[src/rtl/fetch_prefetch_q_if.sv]
// fetch_prefetch_q_if: fetch-stage bundle (control, memory side, decode side).
// The stall_cnt/redir_cnt signals exist only when FETCH_STATS_EN is defined.
interface fetch_prefetch_q_if #(parameter int DATA_W = 16, parameter int ADDR_W = 16);
  logic              redirect;
  logic [ADDR_W-1:0] redirect_pc;
  logic              halt;
  logic              mem_rd;
  logic [ADDR_W-1:0] mem_addr;
  logic              mem_done;
  logic [DATA_W-1:0] mem_data;
  logic              mem_err;
  logic              instr_valid;
  logic              instr_ready;
  logic [DATA_W-1:0] instr;
  logic [ADDR_W-1:0] instr_pc;
  logic [ADDR_W-1:0] instr_pc_nxt;
  logic              fetch_stall;
  logic              err;
`ifdef FETCH_STATS_EN
  logic [31:0]       stall_cnt;
  logic [15:0]       redir_cnt;
`endif
  modport master (
`ifdef FETCH_STATS_EN
    output stall_cnt, redir_cnt,
`endif
    input  redirect, redirect_pc, halt, mem_done, mem_data, mem_err, instr_ready,
    output mem_rd, mem_addr, instr_valid, instr, instr_pc, instr_pc_nxt, fetch_stall, err
  );
  modport slave (
`ifdef FETCH_STATS_EN
    input  stall_cnt, redir_cnt,
`endif
    output redirect, redirect_pc, halt, mem_done, mem_data, mem_err, instr_ready,
    input  mem_rd, mem_addr, instr_valid, instr, instr_pc, instr_pc_nxt, fetch_stall, err
  );
endinterface

[src/rtl/fetch_prefetch_q.sv]
// fetch_prefetch_q: PC generator + DEPTH-entry prefetch FIFO over a single-outstanding Done/Stall memory.
// Define FETCH_STATS_EN to add saturating stall_cnt/redir_cnt counters.
module fetch_prefetch_q #(
  parameter int                DATA_W   = 16,
  parameter int                ADDR_W   = 16,
  parameter int                DEPTH    = 4,
  parameter int                PC_INC   = 2,
  parameter logic [ADDR_W-1:0] RESET_PC = '0
) (
  input logic clk,
  input logic rst,
  fetch_prefetch_q_if.master bus
);
  localparam int PTR_W = $clog2(DEPTH);
  localparam logic [PTR_W:0] FULL = (PTR_W+1)'(DEPTH);
  typedef enum logic [1:0] {IDLE, REQ, SQUASH, HALT} state_t;
  state_t            state, state_n;
  logic [ADDR_W-1:0] fetch_pc, pend_pc;
  logic [DATA_W-1:0] data_q [DEPTH];
  logic [ADDR_W-1:0] pc_q [DEPTH];
  logic [PTR_W-1:0]  rd_ptr, wr_ptr;
  logic [PTR_W:0]    cnt, cnt_nx;
  logic              halt_q, hlt, push, pop, flush, err_q;
  always_comb begin
    hlt = bus.halt | halt_q;
    pop = bus.instr_valid & bus.instr_ready;
    push = (state == REQ) & bus.mem_done & ~bus.redirect;
    flush = bus.redirect & (state != HALT);
    cnt_nx = cnt + (PTR_W+1)'(push) - (PTR_W+1)'(pop);
  end
  always_ff @(posedge clk) begin
    if (!rst) state <= IDLE;
    else state <= state_n;
  end
  // A redirect racing the outstanding read either drops it now (done) or waits it out in SQUASH.
  always_comb begin
    state_n = state;
    case (state)
      IDLE:    state_n = hlt ? HALT : (!bus.redirect && cnt < FULL) ? REQ : IDLE;
      REQ:     state_n = bus.redirect ? (bus.mem_done ? IDLE : SQUASH) :
                         !bus.mem_done ? REQ : hlt ? HALT : (cnt_nx < FULL) ? REQ : IDLE;
      SQUASH:  state_n = bus.mem_done ? IDLE : SQUASH;
      HALT:    state_n = HALT;
      default: state_n = IDLE;
    endcase
  end
  always_ff @(posedge clk) begin
    if (!rst) begin
      fetch_pc <= RESET_PC;
      pend_pc <= RESET_PC;
      rd_ptr <= '0;
      wr_ptr <= '0;
      cnt <= '0;
      halt_q <= 1'b0;
      err_q <= 1'b0;
    end else begin
      halt_q <= hlt;
      if (flush) begin
        rd_ptr <= '0;
        wr_ptr <= '0;
        cnt <= '0;
      end else begin
        if (push) begin
          data_q[wr_ptr] <= bus.mem_data;
          pc_q[wr_ptr] <= fetch_pc;
          wr_ptr <= wr_ptr + PTR_W'(1);
        end
        if (pop) rd_ptr <= rd_ptr + PTR_W'(1);
        cnt <= cnt_nx;
      end
      if (push) err_q <= err_q | bus.mem_err;
      if (bus.redirect & (state == REQ | state == SQUASH)) pend_pc <= bus.redirect_pc;
      // In SQUASH fetch_pc still holds the squashed address that mem_addr must present.
      fetch_pc <= push ? fetch_pc + ADDR_W'(PC_INC) :
                  (state == SQUASH & bus.mem_done) ? (bus.redirect ? bus.redirect_pc : pend_pc) :
                  (flush & (state == IDLE | bus.mem_done)) ? bus.redirect_pc : fetch_pc;
    end
  end
  always_comb begin
    bus.mem_rd = (state == REQ) | (state == SQUASH);
    bus.mem_addr = fetch_pc;
    bus.instr_valid = cnt != '0;
    bus.instr = bus.instr_valid ? data_q[rd_ptr] : '0;
    bus.instr_pc = bus.instr_valid ? pc_q[rd_ptr] : '0;
    bus.instr_pc_nxt = bus.instr_pc + ADDR_W'(PC_INC);
    bus.fetch_stall = ~bus.instr_valid;
    bus.err = err_q;
  end
`ifdef FETCH_STATS_EN
  always_ff @(posedge clk) begin
    if (!rst) begin
      bus.stall_cnt <= '0;
      bus.redir_cnt <= '0;
    end else begin
      if (bus.fetch_stall & ~&bus.stall_cnt) bus.stall_cnt <= bus.stall_cnt + 32'd1;
      if (flush & ~&bus.redir_cnt) bus.redir_cnt <= bus.redir_cnt + 16'd1;
    end
  end
`endif
endmodule
[src/flat_wrapper.sv]
// flat-port wrapper written by rule: the top's interface ports become plain ports
module fetch_prefetch_q_flat 
#(
  parameter int                DATA_W   = 16,
  parameter int                ADDR_W   = 16,
  parameter int                DEPTH    = 4,
  parameter int                PC_INC   = 2,
  parameter logic [ADDR_W-1:0] RESET_PC = '0
)
  (clk, rst, bus_redirect, bus_redirect_pc, bus_halt, bus_mem_done, bus_mem_data, bus_mem_err, bus_instr_ready, bus_mem_rd, bus_mem_addr, bus_instr_valid, bus_instr, bus_instr_pc, bus_instr_pc_nxt, bus_fetch_stall, bus_err);
  fetch_prefetch_q_if #(.DATA_W(DATA_W), .ADDR_W(ADDR_W)) bus_i ();
  input logic clk;
  input logic rst;
  input wire logic [$bits(bus_i.redirect)-1:0] bus_redirect;
  input wire logic [$bits(bus_i.redirect_pc)-1:0] bus_redirect_pc;
  input wire logic [$bits(bus_i.halt)-1:0] bus_halt;
  input wire logic [$bits(bus_i.mem_done)-1:0] bus_mem_done;
  input wire logic [$bits(bus_i.mem_data)-1:0] bus_mem_data;
  input wire logic [$bits(bus_i.mem_err)-1:0] bus_mem_err;
  input wire logic [$bits(bus_i.instr_ready)-1:0] bus_instr_ready;
  output wire logic [$bits(bus_i.mem_rd)-1:0] bus_mem_rd;
  output wire logic [$bits(bus_i.mem_addr)-1:0] bus_mem_addr;
  output wire logic [$bits(bus_i.instr_valid)-1:0] bus_instr_valid;
  output wire logic [$bits(bus_i.instr)-1:0] bus_instr;
  output wire logic [$bits(bus_i.instr_pc)-1:0] bus_instr_pc;
  output wire logic [$bits(bus_i.instr_pc_nxt)-1:0] bus_instr_pc_nxt;
  output wire logic [$bits(bus_i.fetch_stall)-1:0] bus_fetch_stall;
  output wire logic [$bits(bus_i.err)-1:0] bus_err;
  assign bus_i.redirect = bus_redirect;
  assign bus_i.redirect_pc = bus_redirect_pc;
  assign bus_i.halt = bus_halt;
  assign bus_i.mem_done = bus_mem_done;
  assign bus_i.mem_data = bus_mem_data;
  assign bus_i.mem_err = bus_mem_err;
  assign bus_i.instr_ready = bus_instr_ready;
  assign bus_mem_rd = bus_i.mem_rd;
  assign bus_mem_addr = bus_i.mem_addr;
  assign bus_instr_valid = bus_i.instr_valid;
  assign bus_instr = bus_i.instr;
  assign bus_instr_pc = bus_i.instr_pc;
  assign bus_instr_pc_nxt = bus_i.instr_pc_nxt;
  assign bus_fetch_stall = bus_i.fetch_stall;
  assign bus_err = bus_i.err;
  fetch_prefetch_q #(.DATA_W(DATA_W), .ADDR_W(ADDR_W), .DEPTH(DEPTH), .PC_INC(PC_INC), .RESET_PC(RESET_PC)) u_core (.clk(clk), .rst(rst), .bus(bus_i));
endmodule
[config.mk]
export PLATFORM = sky130hd
export DESIGN_NAME = fetch_prefetch_q_flat
export DESIGN_NICKNAME = d
export VERILOG_FILES = /design/src/rtl/fetch_prefetch_q_if.sv /design/src/rtl/fetch_prefetch_q.sv /design/src/flat_wrapper.sv
export SDC_FILE = /design/constraint.sdc
export NUM_CORES = 1
export LEC_CHECK = 0
export CORE_UTILIZATION = 33
export DETAILED_ROUTE_END_ITERATION = 8
export PLACE_DENSITY_LB_ADDON = 0.12
export SLEW_MARGIN = 10
export SYNTH_ARGS = -nofsm -noshare
export SYNTH_HDL_FRONTEND = slang
export SYNTH_SLANG_ARGS = --single-unit
[constraint.sdc]
create_clock -name clk -period 5.3 [get_ports clk]
set_clock_uncertainty 0.05 [all_clocks]
set_input_delay 1.06 -clock clk [delete_from_list [all_inputs] [get_ports clk]]
set_output_delay 1.06 -clock clk [all_outputs]
set_load 0.005 [all_outputs]
==> flow_summary.yaml <==
synthesis:
  synth.distinct_cells: 59
  synthArstFlopShare: 0
  ys_ff_latch: 173
  yosysTopAreaCell: "edfxtp_1"
  syn-mean-instance-area_um2: 13.34
  netlist_instances: 573
  mappedNetlistArea_um2: 7641
  synth_ff_type: "edfxtp_1"
  synth_edf_count: 128
  synth_top_area_frac: 0.5030
  synth_warnings: 0
  synth-seq-area-share: 0.6209
  synth_nets: 625
  synthTopCellsByArea: "edfxtp_1, dfxtp_1, mux4_2"
floorplan:
  die_x_um: 154.2
  boundaryPins: 107
  die_area_um2: 23770
  core_area_um2: 22640
  die_h_um: 154.2
  rows: 55
  start_util: 0.3375
route:
  ant_nets: 0
  firstDrtPassIters: 5
  drt-initial-drc-count: 264
  vias: 4942
  vias_per_cell: 5.064
  route.detailed.drc: 0
  wl_um: 17680
  avgRoutedWirePerCell_um: 18.12
sta:
  hold_violations: 0
  finalMaxSlewViolations: 0
  fin_crit_sh: 0.8799
  fin_setup_tns_ns: 0
  slew_headroom: 0.4257
  finalSetupViolations: 0
  fmax_ghz: 0.2144
  rsz0062_at_grt: "false"
  holdWs_ns: 0.4038
  fin_crit_ns: 4.663
  tightestPinTransition_ns: 0.8605
  worst_slack_ns: 0.6366
pwr:
  power_leakage_nw: 3.269
  power_density_nw_per_um2: 340.0
  irDropWorstVdd_v: 0.0002077
layout:
  area_growth_syn_to_layout_pct: 25.64
  diodes: 0
  drive_gt1_frac: 0.1201
  fin_nets: 730
cts:
  h-tree-depth: 4
  clkLatencyLatePin_ns: 0.42
  cts_setup_buffers: 0
  clk_path_buf_depth: 2
  postCtsHoldBufs: 0
  clock-sinks: 173
  clkTransAtPathRegs_ns: 0.07
  numCtsBuffers: 17
  root_buffer: "clkbuf_16"
  cts_resized: 0
  cts_tree: "yes"
worst_hold_path:
  min_from: "u_core.pend_pc[5]$_SDFFE_PN0P_"
  hp-class: "reg2reg"
global_routing:
  met1_usage: 0.2080
  grt_max_degree: 29
  antenna_found_initial: 0
  use_met3: 0.03692
  grt_first_pass_wirelength_um: 27480
  busiest_layer: "met2"
  grt_pass1_vias: 4841
  use_met2: 0.2450
  grt-ovfl-total: 0
  grt_usage: 0.1535
setup_path:
  crit_fanout: 21
  crit_type: "reg2out"
  worst_ep_arrival_time_ns: 3.55
  cp_cell_sequence: "mux4_1, and2_1, ha_1, nor2b_1, o2bb2ai_1, nor3b_2, nand4_1, xnor2_1, clkdlybuf4s50_1"
  startpoint_type: "register"
  worstSetupEndpointType: "primary output"
  reg2reg_from: "u_core.state[1]$_SDFF_PN0_"
  cpPeakStageDelay_ns: 0.75
  critPathRequiredTime_ns: 4.19
  crit_path_top_delay_cell: "dfxtp_2"
flow_run:
  maxCapViolations: 0
place:
  io_buffers: 106
  finalWeightedCongestion: 0.7694
  hpwl_um: 12160
  dp_slack_ns: 1.029
outcome:
  status: "complete, no violations"
==> cells in the final DEF, fill, tap and decap left out, types with 3 or more instances in the layout <==
cell,netlist,final
nand3_1,16,16
nor2b_1,3,3
a21oi_1,29,29
a211oi_1,3,3
nand2_1,92,92
mux4_1,7,7
xnor2_1,10,10
mux4_2,27,27
a31oi_1,4,4
dfxtp_1,45,43
buf_4,2,10
ha_1,12,12
clkbuf_16,0,17
nor2_1,21,21
clkdlybuf4s50_1,0,106
inv_6,0,4
xor2_1,8,8
nor3_1,6,6
edfxtp_1,128,128
o21a_1,3,3
and3_1,12,8
inv_1,19,19
nand2b_1,3,3
nand4_1,8,8
clkinvlp_4,0,4
and3_2,0,4
mux2i_1,4,4
a21boi_0,4,4
o21ai_0,12,12
or3_1,3,3
and2_1,28,28
==> kinds of logic after synthesis <==
kind of cell | after synthesis | synth area share
flip-flops | 173 | 0.6209
AO/OA/AOI/OAI | 78 | 0.06534
adder cells (fa/ha/maj) | 13 | 0.02227
XOR/XNOR | 18 | 0.02063
multiplexers | 40 | 0.1123
AND/OR/NAND/NOR | 201 | 0.1294
buffers and inverters | 50 | 0.02915
==> synthesized netlist by cell type (all sizes together), types with 4 or more instances <==
cell type    n
edfxtp     128
nand2       92
dfxtp       45
mux4        34
a21oi       29
and2        28
nor2        21
inv         20
nand3       16
buf         15
clkbuf      15
o21ai       13
and3        12
ha          12
xnor2       10
nand4        8
xor2         8
a21boi       6
nor3         6
a31oi        4
mux2i        4
==> final cells by class <==
| class | instances | area, µm² |
|---|---|---|
| tap | 285 | 356.6 |
| multi-input combinational | 350 | 2679 |
| timing repair buffer | 116 | 1136 |
| clock inverter | 15 | 181.4 |
| fill | 2089 | 13040 |
| sequential | 173 | 4747 |
| clock buffer | 17 | 425.4 |
| inverter | 20 | 75.07 |
==> worst max-delay path, delay by kind of cell (launching register included) <==
family / cells / cell delay, ns
XOR/XNOR: 1 / 0.12
multiplexers: 1 / 0.70
buffers and inverters: 1 / 0.51
flip-flops: 1 / 0.75
AO/OA/AOI/OAI: 1 / 0.16
adder cells (fa/ha/maj): 1 / 0.21
AND/OR/NAND/NOR: 4 / 0.67
==> where the power goes <==
part	switching [mW]	leakage, nW	internal (mW)
logic	0.200	1.45	0.217
registers	0.0675	1.53	1.51
clock network	0.558	0.284	0.712
total	0.826	3.27	2.44
==> path summary, 6_finish.rpt <==
kind,to,slack (ns),cells past startpoint
worst max-delay path,bus_instr_pc_nxt[11],0.64,9
worst min-delay path,u_core.pend_pc[5]$_SDFFE_PN0P_,0.40,2
worst max register to register,u_core.data_q[1][13]$_DFFE_PP_,2.14,7
worst min register to register,u_core.pend_pc[5]$_SDFFE_PN0P_,0.40,2
==> metal layers <==
| layer | vias up | wire length (µm) | share of wire |
|---|---|---|---|
| li1 | 2342 | - | - |
| met1 | 2442 | 8291 | 0.47 |
| met2 | 138 | 8314 | 0.47 |
| met3 | 20 | 879 | 0.050 |
| met4 | 0 | 199 | 0.011 |
| met5 | - | 0 | 0 |
==> sequential cells by signal (all words and copies together) (netlist names), named ones only <==
signal	cells
u_core.state	2
u_core.data_q	64
u_core.cnt	3
u_core.pc_q	64
u_core.pend_pc	16
u_core.halt_q	1
u_core.wr_ptr	2
u_core.rd_ptr	2
u_core.bus.mem_addr	16
u_core.bus.err	1
==> metrics by stage <==
stage	total power [mW]	cells	utilization	instance area [µm²]
after global routing	3.391	976	0.4240	9600
after global placement	2.025	944	0.3972	8994
after CTS	3.298	976	0.4240	9600
after detailed placement	2.029	944	0.3972	8994
after floorplan	1.795	573	-	7641
final	3.265	976	0.4240	9600
Note: power is estimated with default switching activity, not from simulation.
